`src/rtl/safe_alu_pkg.sv`:
```
// Shared opcode encodings for the pipelined safe ALU.
// Saturation option is selected with SAFE_ALU_SATURATE_EN.
package safe_alu_pkg;

    localparam int OP_W = 3;

    localparam logic [OP_W-1:0] OP_ADD = 3'b000;
    localparam logic [OP_W-1:0] OP_SUB = 3'b001;
    localparam logic [OP_W-1:0] OP_AND = 3'b010;
    localparam logic [OP_W-1:0] OP_OR  = 3'b011;
    localparam logic [OP_W-1:0] OP_XOR = 3'b100;
    localparam logic [OP_W-1:0] OP_ADC = 3'b101;
    localparam logic [OP_W-1:0] OP_SBC = 3'b110;
    localparam logic [OP_W-1:0] OP_SHL = 3'b111;

endpackage

```
`src/rtl/safe_alu_core.sv`:
```
// Combinational ALU datapath; clamps signed overflow when
// SAFE_ALU_SATURATE_EN is defined.
module safe_alu_core
    import safe_alu_pkg::*;
#(
    parameter int WIDTH = 8
) (
    input  logic [WIDTH-1:0] a,
    input  logic [WIDTH-1:0] b,
    input  logic [OP_W-1:0]  op,
    input  logic             cy_in,
    output logic [WIDTH-1:0] result,
    output logic             carry,
    output logic             overflow,
    output logic             cy_upd
);

    localparam int M = WIDTH - 1;

    logic [WIDTH:0] ext;
    logic [WIDTH:0] cy_ext;

    assign cy_ext = {{WIDTH{1'b0}}, cy_in};

    always_comb begin
        ext      = '0;
        result   = '0;
        carry    = 1'b0;
        overflow = 1'b0;
        cy_upd   = 1'b0;
        unique case (op)
            OP_ADD, OP_ADC: begin
                ext = {1'b0, a} + {1'b0, b}
                    + ((op == OP_ADC) ? cy_ext : '0);
                result   = ext[M:0];
                carry    = ext[WIDTH];
                overflow = (a[M] == b[M]) && (result[M] != a[M]);
                cy_upd   = 1'b1;
            end
            OP_SUB, OP_SBC: begin
                // Bit WIDTH of the extended difference is the borrow
                ext = {1'b0, a} - {1'b0, b}
                    - ((op == OP_SBC) ? cy_ext : '0);
                result   = ext[M:0];
                carry    = ext[WIDTH];
                overflow = (a[M] != b[M]) && (result[M] != a[M]);
                cy_upd   = 1'b1;
            end
            OP_AND: result = a & b;
            OP_OR:  result = a | b;
            OP_XOR: result = a ^ b;
            OP_SHL: begin
                result   = {a[M-1:0], 1'b0};
                carry    = a[M];
                overflow = a[M] ^ a[M-1];
                cy_upd   = 1'b1;
            end
            default: result = '0;
        endcase
`ifdef SAFE_ALU_SATURATE_EN
        if (overflow && (op != OP_SHL)) begin
            result = a[M] ? {1'b1, {M{1'b0}}} : {1'b0, {M{1'b1}}};
        end
`endif
    end

endmodule

```
`src/rtl/safe_alu_pipe.sv`:
```
// Two-stage valid/ready safe ALU with carry chaining and sticky overflow.
// Optional result saturation: define SAFE_ALU_SATURATE_EN.
module safe_alu_pipe
    import safe_alu_pkg::*;
#(
    parameter int WIDTH = 8
) (
    input  logic             clk,
    input  logic             rst,
    input  logic             in_valid,
    output logic             in_ready,
    input  logic [WIDTH-1:0] a,
    input  logic [WIDTH-1:0] b,
    input  logic [OP_W-1:0]  opcode,
    output logic             out_valid,
    input  logic             out_ready,
    output logic [WIDTH-1:0] result,
    output logic             zero,
    output logic             carry,
    output logic             overflow,
    output logic             negative,
    output logic             sticky_ovf,
    input  logic             clr_sticky
);

    logic             adv;
    logic             s1_valid;
    logic [WIDTH-1:0] s1_a;
    logic [WIDTH-1:0] s1_b;
    logic [OP_W-1:0]  s1_op;
    logic             cy_q;

    logic [WIDTH-1:0] core_result;
    logic             core_carry;
    logic             core_ovf;
    logic             core_cy_upd;

    assign adv      = ~out_valid | out_ready;
    assign in_ready = adv & ~rst;

    safe_alu_core #(.WIDTH(WIDTH)) u_core (
        .a        (s1_a),
        .b        (s1_b),
        .op       (s1_op),
        .cy_in    (cy_q),
        .result   (core_result),
        .carry    (core_carry),
        .overflow (core_ovf),
        .cy_upd   (core_cy_upd)
    );

    always_ff @(posedge clk) begin
        if (rst) begin
            s1_valid   <= 1'b0;
            s1_a       <= '0;
            s1_b       <= '0;
            s1_op      <= '0;
            out_valid  <= 1'b0;
            result     <= '0;
            zero       <= 1'b0;
            carry      <= 1'b0;
            overflow   <= 1'b0;
            negative   <= 1'b0;
            cy_q       <= 1'b0;
            sticky_ovf <= 1'b0;
        end else begin
            if (adv) begin
                s1_valid  <= in_valid;
                s1_a      <= a;
                s1_b      <= b;
                s1_op     <= opcode;
                out_valid <= s1_valid;
                if (s1_valid) begin
                    result   <= core_result;
                    zero     <= (core_result == '0);
                    carry    <= core_carry;
                    overflow <= core_ovf;
                    negative <= core_result[WIDTH-1];
                    if (core_cy_upd) cy_q <= core_carry;
                end
            end
            // A set event in the same cycle as a clear takes priority
            if (out_valid && out_ready && overflow) begin
                sticky_ovf <= 1'b1;
            end else if (clr_sticky) begin
                sticky_ovf <= 1'b0;
            end
        end
    end

endmodule
```
`config.mk`:
```
export PLATFORM = sky130hd
export DESIGN_NAME = safe_alu_pipe
export DESIGN_NICKNAME = d
export VERILOG_FILES = /design/src/rtl/safe_alu_pkg.sv /design/src/rtl/safe_alu_core.sv /design/src/rtl/safe_alu_pipe.sv
export SDC_FILE = /design/constraint.sdc
export NUM_CORES = 1
export LEC_CHECK = 0
export ABC_AREA = 0
export CAP_MARGIN = 25
export CORE_MARGIN = 8
export CORE_UTILIZATION = 50
export DETAILED_ROUTE_END_ITERATION = 12
export GPL_TIMING_DRIVEN = 1
export PLACE_DENSITY_LB_ADDON = 0.2
export RECOVER_POWER = 100
export SLEW_MARGIN = 20
export SYNTH_ARGS = -nofsm -noshare
export SYNTH_HDL_FRONTEND = slang
export SYNTH_SLANG_ARGS = --single-unit
```
`constraint.sdc`:
```
create_clock -name clk -period 3.5 [get_ports clk]
set_input_delay 0.525 -clock clk [delete_from_list [all_inputs] [get_ports clk]]
set_output_delay 0.525 -clock clk [all_outputs]
set_load 0.05 [all_outputs]
```
==> flow_metrics.py <==
metrics = {
    "status": {
        "status": "finished clean",
    },
    "detailed_routing": {
        "wirelength_um": 7540,
        "dr.pass1.iters": 5,
        "vias": 2766,
        "first_iter_violations": 250,
        "drc_errors": 0,
        "ant_nets": 0,
        "vias_per_cell": 5.71,
        "wl_per_cell_um": 15.6,
    },
    "cts": {
        "cts_tree": "done",
        "cts_setup_buffers": 0,
        "clock_path_buffers": 2,
        "cts_root_buf": "clkbuf_8",
        "insertion_delay_ns": 0.29,
        "cts_resized": 0,
        "numClockSinks": 34,
        "cts.clk_slew.worst_paths_ns": 0.07,
        "h-tree-depth": 2,
        "cts-buffers-inserted": 5,
        "hold_buffers": 0,
    },
    "layout": {
        "multi_input_area_mm2": 0.00189,
        "register_area_um2": 681,
        "antenna_cells": 0,
        "fillers": 517,
        "fin_nets": 469,
        "syn_to_final_growth_pct": 18.4,
        "drive_gt1_share_pct": 4.37,
    },
    "floorplan": {
        "coreArea_mm2": 0.00544,
        "fp.dieW_um": 90.8,
        "die_area_mm2": 0.00824,
        "start_util_pct": 51.4,
        "fp-row-count": 27,
        "ios": 39,
        "fp.dieH_um": 90.8,
    },
    "grt": {
        "grt_pass1_wl_um": 12800,
        "antenna_found_initial": 0,
        "grt_pass1_vias": 2637,
        "grt_overflow": 0,
        "grt_max_degree": 33,
        "grt_util_all_layers_pct": 18.8,
    },
    "timing": {
        "finalMaxSlewViolations": 0,
        "finalCriticalPeriod_ns": 3.32,
        "slew_headroom_pct": 8.74,
        "setup_viol": 0,
        "clock_skew_ns": 0.0118,
        "setup_tns_ns": 0,
        "grt_setup_unrepaired": "no",
        "finalCritPeriodShare_pct": 94.9,
        "setup_slack_ns": 0.179,
        "fmax_mhz": 301,
        "tightest_slew_ns": 1.37,
        "hold_viol": 0,
    },
    "worst_setup_path": {
        "path_max_fanout": 4,
        "slowest_delay_ns": 0.49,
        "critPathLaunchType": "register",
        "path_class": "register to register",
        "worstPathArrival_ns": 3.56,
        "worstSetupEndpointType": "register",
        "cp_common_cell": "fa_1",
        "critical_path.cell_chain": "and3b_1 > nand2_1 > fa_1 > fa_1 > or2_0 > a31oi_1 > o2111ai_1 > or4_1 > a221o_1 > and4bb_1 > a31o_1",
        "cp.required_ns": 3.74,
        "cpMaxStageDelayCell": "or4_1",
    },
    "synthesis": {
        "synthArstFlopShare_pct": 0,
        "ys_warn_count": 0,
        "ys_ff_latch": 34,
        "syn_area_per_cell_um2": 7.38,
        "synth_cell_types": 51,
        "syn_inst": 379,
        "synth_edf_count": 0,
        "synth_top_flop_cell": "dfxtp_1",
        "syn_nets": 437,
        "syn-cell-area_mm2": 0.00280,
        "ys_seq_area_share_pct": 24.4,
    },
    "placed_design": {
        "dp_slack_ns": 0.228,
        "routabilityCongestion": 0.943,
        "dp_hpwl_um": 5980,
        "port_buffers": 38,
    },
    "hold_path": {
        "worst_hold_path_type": "register to register",
    },
    "power_and_ir_drop": {
        "p_leak_nw": 1.40,
        "power_density_mw_per_mm2": 346,
        "peakVddDrop_v": 0.000244,
    },
    "run": {
        "maxCapViolCount": 0,
    },
}
==> through the flow <==
stage / hold slack (ns) / instances / power (W) / area, µm² / utilization, %
after floorplan: 0.445 / 379 / 0.000735 / 2800 / -
after global placement: 0.442 / 476 / 0.000847 / 3220 / 59.2
after detailed placement: 0.448 / 476 / 0.000853 / 3220 / 59.2
after CTS: 0.458 / 484 / 0.00115 / 3310 / 60.9
after global routing: 0.483 / 484 / 0.00121 / 3310 / 60.8
final: 0.453 / 484 / 0.00114 / 3310 / 60.8
==> synth_stat cells (3+ instances only) <==
| library cell | instances | area share (%) |
|---|---|---|
| o2111ai_1 | 4 | 1.3 |
| mux2i_1 | 4 | 1.4 |
| a211oi_1 | 5 | 1.3 |
| nand2_1 | 70 | 9.4 |
| dfxtp_1 | 34 | 24 |
| a31oi_1 | 4 | 0.90 |
| a21oi_1 | 38 | 6.8 |
| o22ai_1 | 6 | 1.3 |
| nand2b_1 | 5 | 1.1 |
| ha_1 | 30 | 13 |
| inv_1 | 31 | 4.2 |
| clkbuf_1 | 16 | 2.1 |
| fa_1 | 4 | 2.9 |
| nand3_1 | 5 | 0.90 |
| nor3_1 | 8 | 1.4 |
| o211ai_1 | 5 | 1.3 |
| nor2b_1 | 8 | 1.8 |
| o21a_1 | 5 | 1.3 |
| buf_4 | 3 | 0.81 |
| o21ai_0 | 16 | 2.9 |
| a21o_1 | 3 | 0.81 |
| xnor2_1 | 7 | 2.2 |
| nor2_1 | 23 | 3.1 |
| o21ai_1 | 3 | 0.54 |
==> routing by layer <==
metal / vias up / routed length, µm / global-route usage, %
met1: 1235 / 3460 / 24.5
met5: - / 0 / 0
met4: 0 / 244 / 7.91
met2: 136 / 3330 / 29.2
li1: 1374 / - / -
met3: 21 / 504 / 3.66
==> sequential cells by signal, summed over array words and instances, names as in the netlist <==
register    cells
s1_a            8
cy_q            1
result          8
s1_op           3
s1_valid        1
out_valid       1
zero            1
overflow        1
carry           1
s1_b            8
sticky_ovf      1
==> final timing paths <==
path | from | end | slack [ns] | cells past startpoint
setup / recovery | s1_op[0] | zero | 0.18 | 11
hold / removal | result[4] | result[4] | 0.45 | 2
setup reg to reg | s1_op[0] | zero | 0.18 | 11
hold reg to reg | result[4] | result[4] | 0.45 | 2
==> critical path: cells and delay by family, from the launching register on <==
kind	cells	cell delay (ns)
compound gates	4	0.71
fa+ha+maj	2	0.88
flops	1	0.33
simple gates	5	1.34
==> report_power, final <==
group | switching [W] | total (W) | internal (W) | leakage, nW
logic | 0.000244 | 0.000415 | 0.000170 | 1.07
registers | 0.0000230 | 0.000433 | 0.000410 | 0.280
clock network | 0.000138 | 0.000297 | 0.000159 | 0.0482
==> cell families after synthesis <==
| family | count (synthesis) | share of synthesized area (%) |
|---|---|---|
| simple gates | 135 | 22.0 |
| flops | 34 | 24.4 |
| compound gates | 110 | 25.0 |
| fa+ha+maj | 34 | 16.3 |
| mux | 4 | 1.43 |
| xor+xnor | 9 | 2.82 |
| buf+inv | 53 | 8.06 |
==> cells in the final DEF, fill, tap and decap left out, types with 8 or more instances in the layout <==
cell,count
nand2_1,70
nor2_1,23
dfxtp_1,34
o21ai_0,17
dlygate4sd3_1,16
nor3_1,8
ha_1,30
clkdlybuf4s50_1,22
nor2b_1,8
a21oi_1,38
inv_1,31
==> final cells by class <==
type                            count  share of cell area (%)
Clock inverter                      1                   0.151
Multi-Input combinational cell    292                    57.1
Sequential cell                    34                    20.6
Tap cell                           72                    2.72
Clock buffer                        7                    2.61
Inverter                           32                    3.63
Timing Repair Buffer               46                    13.2
(Power assumes the default switching activity.)
==> RTL change (same settings) <==
The option `SAFE_ALU_SATURATE_EN` is turned on by a define.
--- a/src/rtl/safe_alu_core.sv
+++ b/src/rtl/safe_alu_core.sv
@@ -1,4 +1,6 @@
 // Combinational ALU datapath; clamps signed overflow when
 // SAFE_ALU_SATURATE_EN is defined.
+`define SAFE_ALU_SATURATE_EN
+
 module safe_alu_core
     import safe_alu_pkg::*;
Formal check against the unedited RTL: not equivalent (a bounded check fails within 4 cycles, from zero or initial values and one cycle with rst high).
==> RTL change against the unedited design <==
Synthesized area down 1.4%. First-iteration DRC count down 7.6%. Worst setup slack improved by 0.048 ns. Final area is 0.26% lower. Sequential cell count is the same. Routed wire length down 3.2%. Power grew 3.5%. Core utilization is 0.22 points higher.
==> RTL change: results (changes against the unedited design) <==
[synth]
ys_types=54  ; +5.9%
syn_nets=427  ; -2.3%
seq_area_frac_synth_pct=24.7  ; +0.35 points
synth_top_cells_by_area=dfxtp_1, ha_1, nand2_1, a21oi_1, inv_1
ys_top_cells_by_count=nand2_1, a21oi_1, dfxtp_1

[detailed_routing]
drtIter0Drc=231  ; -7.6%
wl_met2_um=3160  ; -5.2%
viasPerCell=5.57  ; -2.5%
wl_met3_um=420  ; -17%
wirelength_um=7300  ; -3.2%
route.layer.met1.wl_um=3670  ; +6.3%

[placement]
dp_hpwl_um=5740  ; -3.9%
placed_area_um2=3210  ; -0.27%
gp_congestion=0.911  ; -3.4%

[power_and_ir_drop]
ir_worst_vdd_mv=0.336  ; +38%
p_leak_uw=0.00145  ; +3.7%

[critical_path]
cp_data_arrival_time_ns=3.48  ; -0.08 ns
r2r-start=s1_op[1]
crit_slowest_cell=fa_1
ff2ff_path_depth=12  ; +1
crit_fanout=2  ; -2
critical_path.max_stage_delay_ns=0.51  ; +0.02 ns
reg2reg_setup_slack_ns=0.23  ; +0.05 ns

[finish]
reg.largest.list=result x8, s1_a x8, s1_b x8
fin_nets=463  ; -1.3%

[global_route]
grt_max_degree=35  ; +6.1%
grt_usage_pct=17.6  ; -1.1 points
grt_pass1_wl_um=12100  ; -5.5%
use_met3_pct=2.49  ; -1.2 points
grt_pass1_vias=2427  ; -8.0%
use_met2_pct=27.7  ; -1.4 points
grt_use_met1_pct=25.0  ; +0.44 points

[clock_network]
post_cts_buffers=0  ; unchanged

[sta]
worst_clock_skew_ns=0.00549  ; -0.00628 ns
worst_slew_pin_slew_ns=1.45  ; +0.0860 ns

[run_status]
status=finished, final reports clean

RTL change: how the worst min path moves through the flow:
stage	start	end	slack, ns	depth (start not counted)
after floorplan	s1_b[0]	s1_b[0]	0.45	2
after global placement	result[3]	result[3]	0.45	2
after detailed placement	result[3]	result[3]	0.45	2
after CTS	result[5]	result[5]	0.46	2
after global routing	sticky_ovf	sticky_ovf	0.48	2
final	result[5]	result[5]	0.46	2
RTL change: kinds of logic (layout without fill, tap and decap cells):
group / after synthesis / after routing / share of synthesized area [%]
mux: 2 / 2 / 0.727
fa+ha+maj: 33 / 33 / 15.8
buf+inv: 49 / 86 / 7.49
simple gates: 131 / 131 / 21.1
compound gates: 110 / 110 / 26.7
flops: 34 / 34 / 24.7
xor+xnor: 11 / 11 / 3.50
RTL change: final cells by class:
class / instances / area (um^2)
inverter: 28 / 105
tap: 72 / 90.1
clock buffer: 6 / 82.6
multi-input combinational: 287 / 1870
timing repair buffer: 50 / 460
clock inverter: 2 / 12.5
sequential: 34 / 681
fill: 520 / 2110
RTL change: through the flow:
stage / worst slack, ns / utilization, % / cells / power (uW)
floorplan: 0.0322 / - / 370 / 754
CTS: 0.237 / 61.2 / 479 / 1190
global placement: 0.288 / 59.4 / 471 / 880
detailed placement: 0.248 / 59.4 / 471 / 882
global route: 0.0167 / 61.0 / 479 / 1250
finish: 0.228 / 61.0 / 479 / 1180
RTL change: worst max-delay path, delay by kind of cell (launching register included):
family / cells / cell delay (ns)
flops: 1 / 0.32
compound gates: 4 / 0.83
fa+ha+maj: 2 / 0.69
buf+inv: 1 / 0.05
simple gates: 5 / 1.31
RTL change: power breakdown:
group / internal (uW) / switching [uW] / leakage, uW
combinational: 178 / 263 / 0.00112
clock: 158 / 150 / 0.0000472
sequential: 411 / 23.5 / 0.000281
